<file path="config.mk">
export PLATFORM = sky130hd
export DESIGN_NAME = channelizer_reconfig_ctrl
export DESIGN_NICKNAME = d
export VERILOG_FILES = /design/src/rtl/channelizer_pkg.sv /design/src/rtl/channelizer_reconfig_ctrl_axis_gate.sv /design/src/rtl/channelizer_reconfig_ctrl.sv
export SDC_FILE = /design/constraint.sdc
export NUM_CORES = 1
export LEC_CHECK = 0
export CORE_MARGIN = 5
export CORE_UTILIZATION = 27
export DETAILED_ROUTE_END_ITERATION = 10
export PLACE_DENSITY_LB_ADDON = 0.25
export SYNTH_ARGS = -nofsm -noshare
export SYNTH_HDL_FRONTEND = slang
export SYNTH_SLANG_ARGS = --single-unit
</file>
<file path="constraint.sdc">
create_clock -name ce_clk -period 1.9 [get_ports ce_clk]
set_clock_uncertainty 0.2 [all_clocks]
set_input_delay 0.19 -clock ce_clk [delete_from_list [all_inputs] [get_ports ce_clk]]
set_output_delay 0.19 -clock ce_clk [all_outputs]
set_load 0.1 [all_outputs]
</file>
<file path="src/rtl/channelizer_pkg.sv">
// channelizer_pkg: reconfiguration FSM states and cfg word field positions
package channelizer_pkg;
  typedef enum logic [2:0] {RUN, WAIT_EOP, DRAIN, LOAD_COEF, LOAD_MASK, APPLY} state_t;
  localparam int CFG_LOAD_COEF = 13;
  localparam int CFG_LOAD_MASK = 12;
endpackage

</file>
<file path="src/rtl/channelizer_reconfig_ctrl_axis_gate.sv">
// axis_gate: combinational AXI-stream enable; payload always passes, handshake only when enabled
module axis_gate #(
  parameter int W = 32
) (
  input  logic         en,
  input  logic [W-1:0] s_tdata,
  input  logic         s_tlast,
  input  logic         s_tvalid,
  output logic         s_tready,
  output logic [W-1:0] m_tdata,
  output logic         m_tlast,
  output logic         m_tvalid,
  input  logic         m_tready
);
  assign m_tdata  = s_tdata;
  assign m_tlast  = s_tlast;
  assign m_tvalid = en & s_tvalid;
  assign s_tready = en & m_tready;
endmodule

</file>
<file path="src/rtl/channelizer_reconfig_ctrl.sv">
// channelizer_reconfig_ctrl: gates samples at a packet boundary, drains, reloads coef/mask, applies fft_size
module channelizer_reconfig_ctrl
  import channelizer_pkg::*;
#(
  parameter logic [11:0] DEFAULT_FFT_SIZE = 12'd64,
  parameter int          DRAIN_CYCLES     = 256,
  parameter int          CNT_W            = 9
) (
  input  logic        ce_clk,
  input  logic        ce_rst_n,
  input  logic [13:0] s_cfg_tdata,
  input  logic        s_cfg_tvalid,
  output logic        s_cfg_tready,
  input  logic [31:0] s_data_tdata,
  input  logic        s_data_tlast,
  input  logic        s_data_tvalid,
  output logic        s_data_tready,
  output logic [31:0] m_data_tdata,
  output logic        m_data_tlast,
  output logic        m_data_tvalid,
  input  logic        m_data_tready,
  input  logic        mon_out_tvalid,
  input  logic        mon_out_tready,
  input  logic [31:0] s_coef_tdata,
  input  logic        s_coef_tlast,
  input  logic        s_coef_tvalid,
  output logic        s_coef_tready,
  output logic [31:0] m_reload_tdata,
  output logic        m_reload_tlast,
  output logic        m_reload_tvalid,
  input  logic        m_reload_tready,
  input  logic [31:0] s_mask_tdata,
  input  logic        s_mask_tlast,
  input  logic        s_mask_tvalid,
  output logic        s_mask_tready,
  output logic [31:0] m_select_tdata,
  output logic        m_select_tlast,
  output logic        m_select_tvalid,
  input  logic        m_select_tready,
  output logic [11:0] fft_size,
  output logic        busy,
  output logic        reconfig_done,
  output logic [15:0] reconfig_count
);
  state_t state, next_state;
  logic in_pkt, data_hs, coef_hs, mask_hs, mon_hs, pkt_open, drained;
  logic [CNT_W-1:0] drain_cnt;

  axis_gate #(.W(32)) u_data_gate (
    .en(state == RUN || state == WAIT_EOP),
    .s_tdata(s_data_tdata), .s_tlast(s_data_tlast), .s_tvalid(s_data_tvalid), .s_tready(s_data_tready),
    .m_tdata(m_data_tdata), .m_tlast(m_data_tlast), .m_tvalid(m_data_tvalid), .m_tready(m_data_tready)
  );

  axis_gate #(.W(32)) u_coef_gate (
    .en(state == LOAD_COEF),
    .s_tdata(s_coef_tdata), .s_tlast(s_coef_tlast), .s_tvalid(s_coef_tvalid), .s_tready(s_coef_tready),
    .m_tdata(m_reload_tdata), .m_tlast(m_reload_tlast), .m_tvalid(m_reload_tvalid), .m_tready(m_reload_tready)
  );

  axis_gate #(.W(32)) u_mask_gate (
    .en(state == LOAD_MASK),
    .s_tdata(s_mask_tdata), .s_tlast(s_mask_tlast), .s_tvalid(s_mask_tvalid), .s_tready(s_mask_tready),
    .m_tdata(m_select_tdata), .m_tlast(m_select_tlast), .m_tvalid(m_select_tvalid), .m_tready(m_select_tready)
  );

  assign data_hs       = s_data_tvalid & s_data_tready;
  assign coef_hs       = s_coef_tvalid & s_coef_tready;
  assign mask_hs       = s_mask_tvalid & s_mask_tready;
  assign mon_hs        = mon_out_tvalid & mon_out_tready;
  assign pkt_open      = data_hs ? ~s_data_tlast : in_pkt;
  assign drained       = drain_cnt == CNT_W'(DRAIN_CYCLES - 1) && !mon_hs;
  assign busy          = state != RUN;
  assign reconfig_done = state == APPLY;
  assign s_cfg_tready  = state == APPLY;

  // next-state: wait for a packet boundary, drain, optional loads, then one APPLY cycle
  always_comb begin
    next_state = state;
    unique case (state)
      RUN:       if (s_cfg_tvalid) next_state = pkt_open ? WAIT_EOP : DRAIN;
      WAIT_EOP:  if (data_hs && s_data_tlast) next_state = DRAIN;
      DRAIN:     if (drained) next_state = s_cfg_tdata[CFG_LOAD_COEF] ? LOAD_COEF :
                                           s_cfg_tdata[CFG_LOAD_MASK] ? LOAD_MASK : APPLY;
      LOAD_COEF: if (coef_hs && s_coef_tlast) next_state = s_cfg_tdata[CFG_LOAD_MASK] ? LOAD_MASK : APPLY;
      LOAD_MASK: if (mask_hs && s_mask_tlast) next_state = APPLY;
      APPLY:     next_state = RUN;
      default:   next_state = RUN;
    endcase
  end

  // state register
  always_ff @(posedge ce_clk or negedge ce_rst_n) begin
    if (!ce_rst_n) state <= RUN;
    else state <= next_state;
  end

  // packet tracking, drain idle counter, active fft_size and completion count
  always_ff @(posedge ce_clk or negedge ce_rst_n) begin
    if (!ce_rst_n) begin
      in_pkt         <= 1'b0;
      drain_cnt      <= '0;
      fft_size       <= DEFAULT_FFT_SIZE;
      reconfig_count <= '0;
    end else begin
      in_pkt    <= pkt_open;
      drain_cnt <= (state != DRAIN || mon_hs) ? '0 : drain_cnt + 1'b1;
      if (state == APPLY) begin
        fft_size       <= s_cfg_tdata[11:0];
        reconfig_count <= reconfig_count + 16'd1;
      end
    end
  end
endmodule

</file>
==> summary.md, run 1 <==
| Metric | Value |
|---|---|
| Ys async rst share | `100%` |
| Post-Syn Instances | `294` |
| Routed vias/inst | `4.15` |
| Min Tclk post-route | `~1.9 ns` |
| Design area | `around 3400 µm²` |
| Die H | `109 µm` |
| Io pins | `between 200 and 300` |
| Reg2reg path depth | `7` |
| Routed via count | `1,709` |
| Routability-driven placement congestion ratio | `0.738` |
| Slowest cell on the critical path | `dfrtp_2` |
| H-tree Lvls | `2` |
| CP peak stage delay | `0.48 ns` |
| Status | `completed` |
| R2R setup slack | `0.06 ns` |
| Number of DRC markers in iteration 0 | `between 40 and 50` |
| Site row count | `36` |
| Slew Limit Fails | `0` |
| WP buf/inv | `2` |
| Reg2reg start | `drain_cnt[0]` |
| Sequential area share after synthesis | `38.7%` |
| CTS Root Cell | `clkbuf_8` |
| Starting density of the core | `approximately 27%` |
| Post-Syn Nets | `between 400 and 500` |
| Hpwl dp | `around 4000 µm` |
| Reg2reg end | `state[0]` |
| DRT Pass-1 Iters | `4` |
| Clock-pin slew on the worst setup and hold paths | `0.08 ns` |
| Vias in the first global route | `1,724` |
| Distinct cells, synth | `35` |
| Initial antenna violation count | `0` |
| Simple-gate share of the synthesized area | `about 20%` |
| Final wirelength | `5490 µm` |
| Post-synth EDFFs | `0` |
| Clock Latency Late Sink | `0.29 ns` |
| Worst EP required | `approximately 1.5 ns` |
| Die area | `11,900 µm²` |
| Inserted Clock Buffers | `5` |
| Mux cell area share after synthesis | `0.377%` |
| Hold Path Origin | `s_data_tdata[12]` |
| Rel. slew slack | `59.8%` |
| Yosys reg bits | `41` |
| Clock sinks | `between 40 and 50` |
| Compound-cell area share of the yosys netlist | `3.25%` |
| CP endpoint kind | `output pin` |
| Post-Synth XOR/XNOR Area | `6.27%` |
| Overflow after GRT | `0` |
| RSZ-0062 raised after global routing | `yes` |
| Fin crit share | `a little over nine tenths` |
| Inserted Diodes | `0` |
| Critical path type | `flip-flop to output pin` |
| VDD IR max | `0.000286 V` |
| Worst hold-check path type | `input pin to output pin` |
| TritonCTS clock tree | `done` |
| Die width | `109 µm` |
| Combinational family with the most area after synthesis | `buffers and inverters` |
| Setup TNS | `0 ns` |
| Clock Tree Buf Depth | `2` |
| Worst Tran Pin Value | `0.603 ns` |
| Worst EP arrival | `1.49 ns` |
| Synthesis Warnings | `0` |
| Crit path max-delay family | `flip-flops` |
| Aggregate global-route resource usage | `between 8 and 9%` |
| PD cells | `561 nW/µm²` |
| Power Total | `1.88 mW` |
| Hold depth | `0` |
| Leakage power | `1.48 nW` |
| Post-route insts no fill | `412` |
| Startpoint Class | `flip-flop` |
| Final Setup Violations | `0` |
| Max_cap viols | `0` |
| Core Area | `9680 µm²` |
| Post-DP Area | `between 3000 and 4000 µm²` |
| Achievable Freq | `approximately 530 MHz` |
| Remaining DRCs | `0` |
| Worst-path cell chain | `buf_6 > or3_4 > buf_12` |
| CP Max Fanout | `8` |
| Layout area overhead | `26.4%` |
| Final Hold Viols | `0` |
| Post-Place Cells | `just under 400` |
| Syn_area_per_cell | `9.03 µm²` |
| Post-Syn Area | `2650 µm²` |
| Fraction of layout cells with a size suffix above 1 | `approximately a third` |
| Nets@finish | `around 400` |
| First-pass GRT wire length | `roughly 8500 µm` |
| Min-Delay Endpoint | `m_data_tdata[12]` |
| I/O Buffers | `between 60 and 70` |
| Post-Synth Adder-Cell Area | `around 1.4%` |
| Largest net degree at the start of global routing | `25` |
| Routed len/inst | `about 13 µm` |
| DRT antenna net count | `0` |
| Most used DFF post-synth | `dfrtp_1` |
## flip-flops by register name (all words and copies together) (netlist names)
name / flops
drain_cnt: 9
fft_size: 12
reconfig_count: 16
in_pkt: 1
state: 3
## worst max-delay path by stage
stage          cells after the start          start  slack (ns)               to
2_1_floorplan                      5       state[1]       -0.03     s_cfg_tready
3_3_place_gp                       5  s_data_tvalid       0.006         state[0]
3_5_place_dp                       5  s_data_tvalid       -0.04         state[0]
4_1_cts                            4       state[1]       -0.03  m_select_tvalid
5_1_grt                            6       state[1]       -0.03  m_reload_tvalid
6_report                           3       state[0]        0.02             busy
## stage by stage
stage	setup WS, ns	hold slack (ns)	util [%]
6_report	0.0196	0.180	34.6
5_1_grt	-0.0274	0.180	34.6
4_1_cts	-0.0305	0.174	33.8
3_5_place_dp	-0.0389	0.0456	32.3
3_3_place_gp	0.00589	0.0471	32.3
2_1_floorplan	-0.0255	-0.306	-
## report_power, final
part	total (mW)	internal, mW	switching [mW]
Combinational	0.201	0.108	0.0928
Clock	0.742	0.427	0.315
Sequential	0.939	0.904	0.0357
Total	1.88	1.44	0.443
## cell usage in the layout, fill, tap and decap left out, types with 6 or more instances in the layout
| cell | netlist | routed |
|---|---|---|
| nand2_1 | 49 | 49 |
| buf_12 | 0 | 31 |
| clkdlybuf4s50_1 | 0 | 26 |
| dfrtp_1 | 40 | 25 |
| buf_4 | 100 | 19 |
| nor2_1 | 16 | 14 |
| xnor2_1 | 12 | 12 |
| dfrtp_2 | 0 | 10 |
| inv_1 | 8 | 8 |
| xor2_1 | 7 | 7 |
| nand3_1 | 7 | 6 |
| clkbuf_8 | 0 | 6 |
## area by class of cell
class | count | area [µm²]
fillers | 962 | 6330
repair buffers | 82 | 1080
flip-flops and latches | 41 | 1060
multi-input cells | 139 | 891
well taps | 133 | 166
clock buffers | 6 | 82.6
clock inverters | 2 | 37.5
inverters | 9 | 33.8
## synthesized netlist by cell type, types with 2 or more instances
cell type	n	area, µm²
nand2b_1	3	18.8
nand4_1	4	25.0
or3_1	3	18.8
xnor2_1	12	105
clkbuf_1	3	11.3
nor3b_1	3	22.5
buf_4	100	751
nand3_1	7	35.0
and2_1	5	31.3
inv_1	8	30.0
o21ai_0	4	20.0
a21oi_1	5	25.0
nand2_1	49	184
ha_1	3	37.5
nand4_2	2	25.0
dfrtp_1	40	1000
buf_2	2	10.0
nor2_1	16	60.1
nor3_1	3	15.0
xor2_1	7	61.3
## timing repair
item,CTS,global route
setup endpoints to repair,5,6
pin swaps,2,4
resized for setup,3,13
hold endpoints to repair,23,0
hold buffers,1,0
setup buffers,1,4
## cell families (layout without fill, tap and decap cells)
family                     count (synthesis)  after routing
muxes                                      1              1
DFF                                       41             41
adders and majority gates                  3              3
xor gates and xnor gates                  19             19
buffers and inverters                    114             99
and+or+nand+nor                          102            102
AOI/OAI and AO/OA                         14             14
## per-layer routing
layer / share of wire, % / track usage, %
met5: 0 / 0
met4: 2.1 / 3.43
met3: 8.1 / 3.26
met2: 51 / 14.8
met1: 39 / 10.7
(Power assumes the default switching activity.)
==> inputs of run 2 (changes only) <==
ABC_AREA = 1   (was not set)
CORE_UTILIZATION = 29   (was 27)
==> summary.md, run 2 <==
| Metric | Value |
|---|---|
| Post-synth EDFFs | `0` |
| Logic pwr share | `62.1%` |
| Design area | `roughly 3700 µm²` |
| Largest registers | `reconfig_count: 16 flops, fft_size: 12 flops, drain_cnt: 9 flops` |
| Die area | `12,300 µm²` |
| Setup TNS | `-0.242 ns` |
| Post-Synth Adder-Cell Area | `1.27%` |
| Clock sinks | `about 40` |
| Ys async rst share | `100%` |
| Die width | `111 µm` |
| DRT antenna net count | `0` |
| Routed vias/inst | `4.19` |
| Slew Limit Fails | `0` |
| Overflow after GRT | `0` |
| Clock Latency Late Sink | `0.30 ns` |
| Max_cap viols | `0` |
| Sequential area share after synthesis | `34.7%` |
| Core Area | `10,100 µm²` |
| H-tree Lvls | `2` |
| Die H | `111 µm` |
| Reg2reg path depth | `15` |
| Clock-pin slew on the worst setup and hold paths | `about 0.090 ns` |
| Combinational family with the most area after synthesis | `buffers and inverters` |
| Count leader, synth | `nand2_1` |
| Critical path type | `flip-flop to flip-flop` |
| Compound-cell area share of the yosys netlist | `under 10%` |
| Max reg flops | `16` |
| Biggest register | `reconfig_count` |
| Fin crit share | `105%` |
| Routed via count | `about 2,200` |
| Clock power frac | `11.3%` |
| First-pass GRT wire length | `10,900 µm` |
| DRT Pass-1 Iters | `4` |
| VDD IR max | `0.00151 V` |
| Leading post-synthesis cells by cell area | `dfrtp_1, buf_4, nand2_1` |
| Worst EP required | `1.89 ns` |
| Io pins | `260` |
| Min Tclk post-route | `roughly 2.0 ns` |
| Most common cell after layout, fill and taps aside | `nand2_1` |
| Site row count | `37` |
| Startpoint Class | `flip-flop` |
| Synthesis Warnings | `0` |
| Largest net degree at the start of global routing | `20` |
| Reg2reg start | `drain_cnt[0]` |
| I/O Buffers | `67` |
| Post-Synth XOR/XNOR Area | `2.03%` |
| Final Setup Violations | `6` |
| Pint | `between 2 and 2.5 mW` |
| Starting density of the core | `29.2%` |
| Most used DFF post-synth | `dfrtp_1` |
| Clock Tree Buf Depth | `2` |
| Fill cell count | `1,037` |
| Failing checks | `setup timing` |
| Synth area leader | `dfrtp_1` |
| Remaining DRCs | `0` |
| Final wirelength | `6290 µm` |
| Initial antenna violation count | `0` |
| Switch Pwr | `2.78 mW` |
| Syn_area_per_cell | `~7.5 µm²` |
| Vias in the first global route | `2,290` |
| Final worst slack | `-0.0893 ns` |
| Layout area overhead | `23.2%` |
| CP endpoint kind | `flip-flop` |
| Mux cell area share after synthesis | `0%` |
| Sw frac | `54.6%` |
| Inserted Diodes | `0` |
| PD cells | `1390 nW/µm²` |
| Number of DRC markers in iteration 0 | `54` |
| Post-DP Area | `3420 µm²` |
| Routability-driven placement congestion ratio | `0.757` |
| Post-Syn Nets | `522` |
| Commonest cells in the synthesized netlist | `nand2_1, buf_4, dfrtp_1` |
| Final Hold Viols | `0` |
| Fraction of layout cells with a size suffix above 1 | `30.1%` |
| Worst Tran Pin Value | `0.439 ns` |
| Nets@finish | `512` |
| Aggregate global-route resource usage | `about a tenth` |
| Post-Syn Instances | `395` |
| R2R setup slack | `-0.09 ns` |
| Worst hold-check path type | `input pin to async pin` |
| Reg2reg end | `state[0]` |
| CP Max Fanout | `4` |
| CTS Root Cell | `clkbuf_8` |
| Post-synth top area share | `33.8%` |
| Achievable Freq | `503 MHz` |
| Worst EP arrival | `1.97 ns` |
| Hpwl dp | `4880 µm` |
| Distinct cells, synth | `27` |
| Rel. slew slack | `70.7%` |
| Power Total | `5.09 mW` |
| Commonest non-fill, non-tap cells in the layout | `nand2_1, inv_1, buf_12, buf_4, nor2_1` |
| Inserted Clock Buffers | `5` |
| Status | `finished, violations left` |
| TritonCTS clock tree | `done` |
| Yosys reg bits | `41` |
| Post-Syn Area | `2960 µm²` |
| Routed len/inst | `12.0 µm` |
| RSZ-0062 raised after global routing | `yes` |
| Flop pwr share | `26.6%` |
| Leakage power | `roughly 1.7 nW` |
| Simple-gate share of the synthesized area | `28.7%` |
## run 2: cell types whose count changed after synthesis, moves of 5 or more
cell and delta:
and2_1 -5, inv_1 +25, nand2_1 +63, nand3_1 +10, nor2_1 +21, nor2_2 +5, xnor2_1 -9, xor2_1 -5
## run 2: worst max-delay path by stage
stage                       startpoint       endpoint  cells past startpoint
after floorplan               state[2]  m_data_tvalid                      3
after global placement    drain_cnt[0]       state[0]                     15
after detailed placement  drain_cnt[0]       state[0]                     15
after CTS                 drain_cnt[0]       state[0]                     15
after global routing      drain_cnt[0]       state[0]                     15
final                     drain_cnt[0]       state[0]                     15
## run 2: kinds of logic (layout without fill, tap and decap cells)
family                   Yosys count  after routing
AND/OR/NAND/NOR                  190            190
buffers and inverters            140            131
flip-flops                        41             41
AO/OA/AOI/OAI                     15             15
XOR/XNOR                           6              6
adder cells (fa/ha/maj)            3              3
## run 2: per-layer routing
layer / vias to the layer above / track usage [%] / wire (µm) / share of wire, %
li1: 1087 / - / - / -
met1: 981 / 12.7 / 2700 / 43
met2: 92 / 16.4 / 2880 / 46
met3: 27 / 4.37 / 516 / 8.2
met4: 0 / 4.46 / 196 / 3.1
met5: - / 0 / 0 / 0
## run 2: per-stage QoR
step	hold slack, ns	util (%)	std cells	setup WS, ns
final	0.159	36.0	522	-0.0893
after global routing	0.178	36.0	522	-0.233
after CTS	0.173	35.5	519	-0.0925
after detailed placement	-0.0358	33.7	503	-0.0863
after global placement	-0.0352	33.7	503	-0.00865
after floorplan	-0.306	-	395	-0.441
## run 2: power by group through the flow
stage,clock network [mW],logic [mW],registers (mW)
final,0.577,3.16,1.35
after global placement,0,3.07,1.35
after global routing,0.642,3.35,1.40
after CTS,0.605,3.13,1.36
after detailed placement,0,3.09,1.35
after floorplan,0,1.97,2.48
## run 2: repair_timing
item                                    CTS  global route
resized for setup                        10            11
hold endpoints to repair                 16             0
buffers inserted                          7             3
endpoints found under the setup margin   11            15
pin swaps                                 0             9
hold buffers                              1             0
## run 2: worst max-delay path, stage by stage (launching register included)
cell,delay [ns]
dfrtp_1,0.36
ha_2,0.19
nand2_2,0.05
inv_2,0.07
nand2_4,0.05
nor2_4,0.11
nand3_2,0.09
nor2_2,0.12
ha_2,0.16
nand2_1,0.05
nand2_1,0.07
nand2_2,0.08
nor2_4,0.13
nand2_1,0.06
nand2_1,0.05
nand2_1,0.05
## run 2: cell type report
class / instances / area [µm²] / area share, %
multi-input combinational: 214 / 1110 / 30.4
timing repair buffer: 88 / 1100 / 30.1
sequential: 41 / 1050 / 28.7
tap: 136 / 170 / 4.66
inverter: 35 / 136 / 3.73
clock buffer: 6 / 72.6 / 1.99
clock inverter: 2 / 15.0 / 0.411
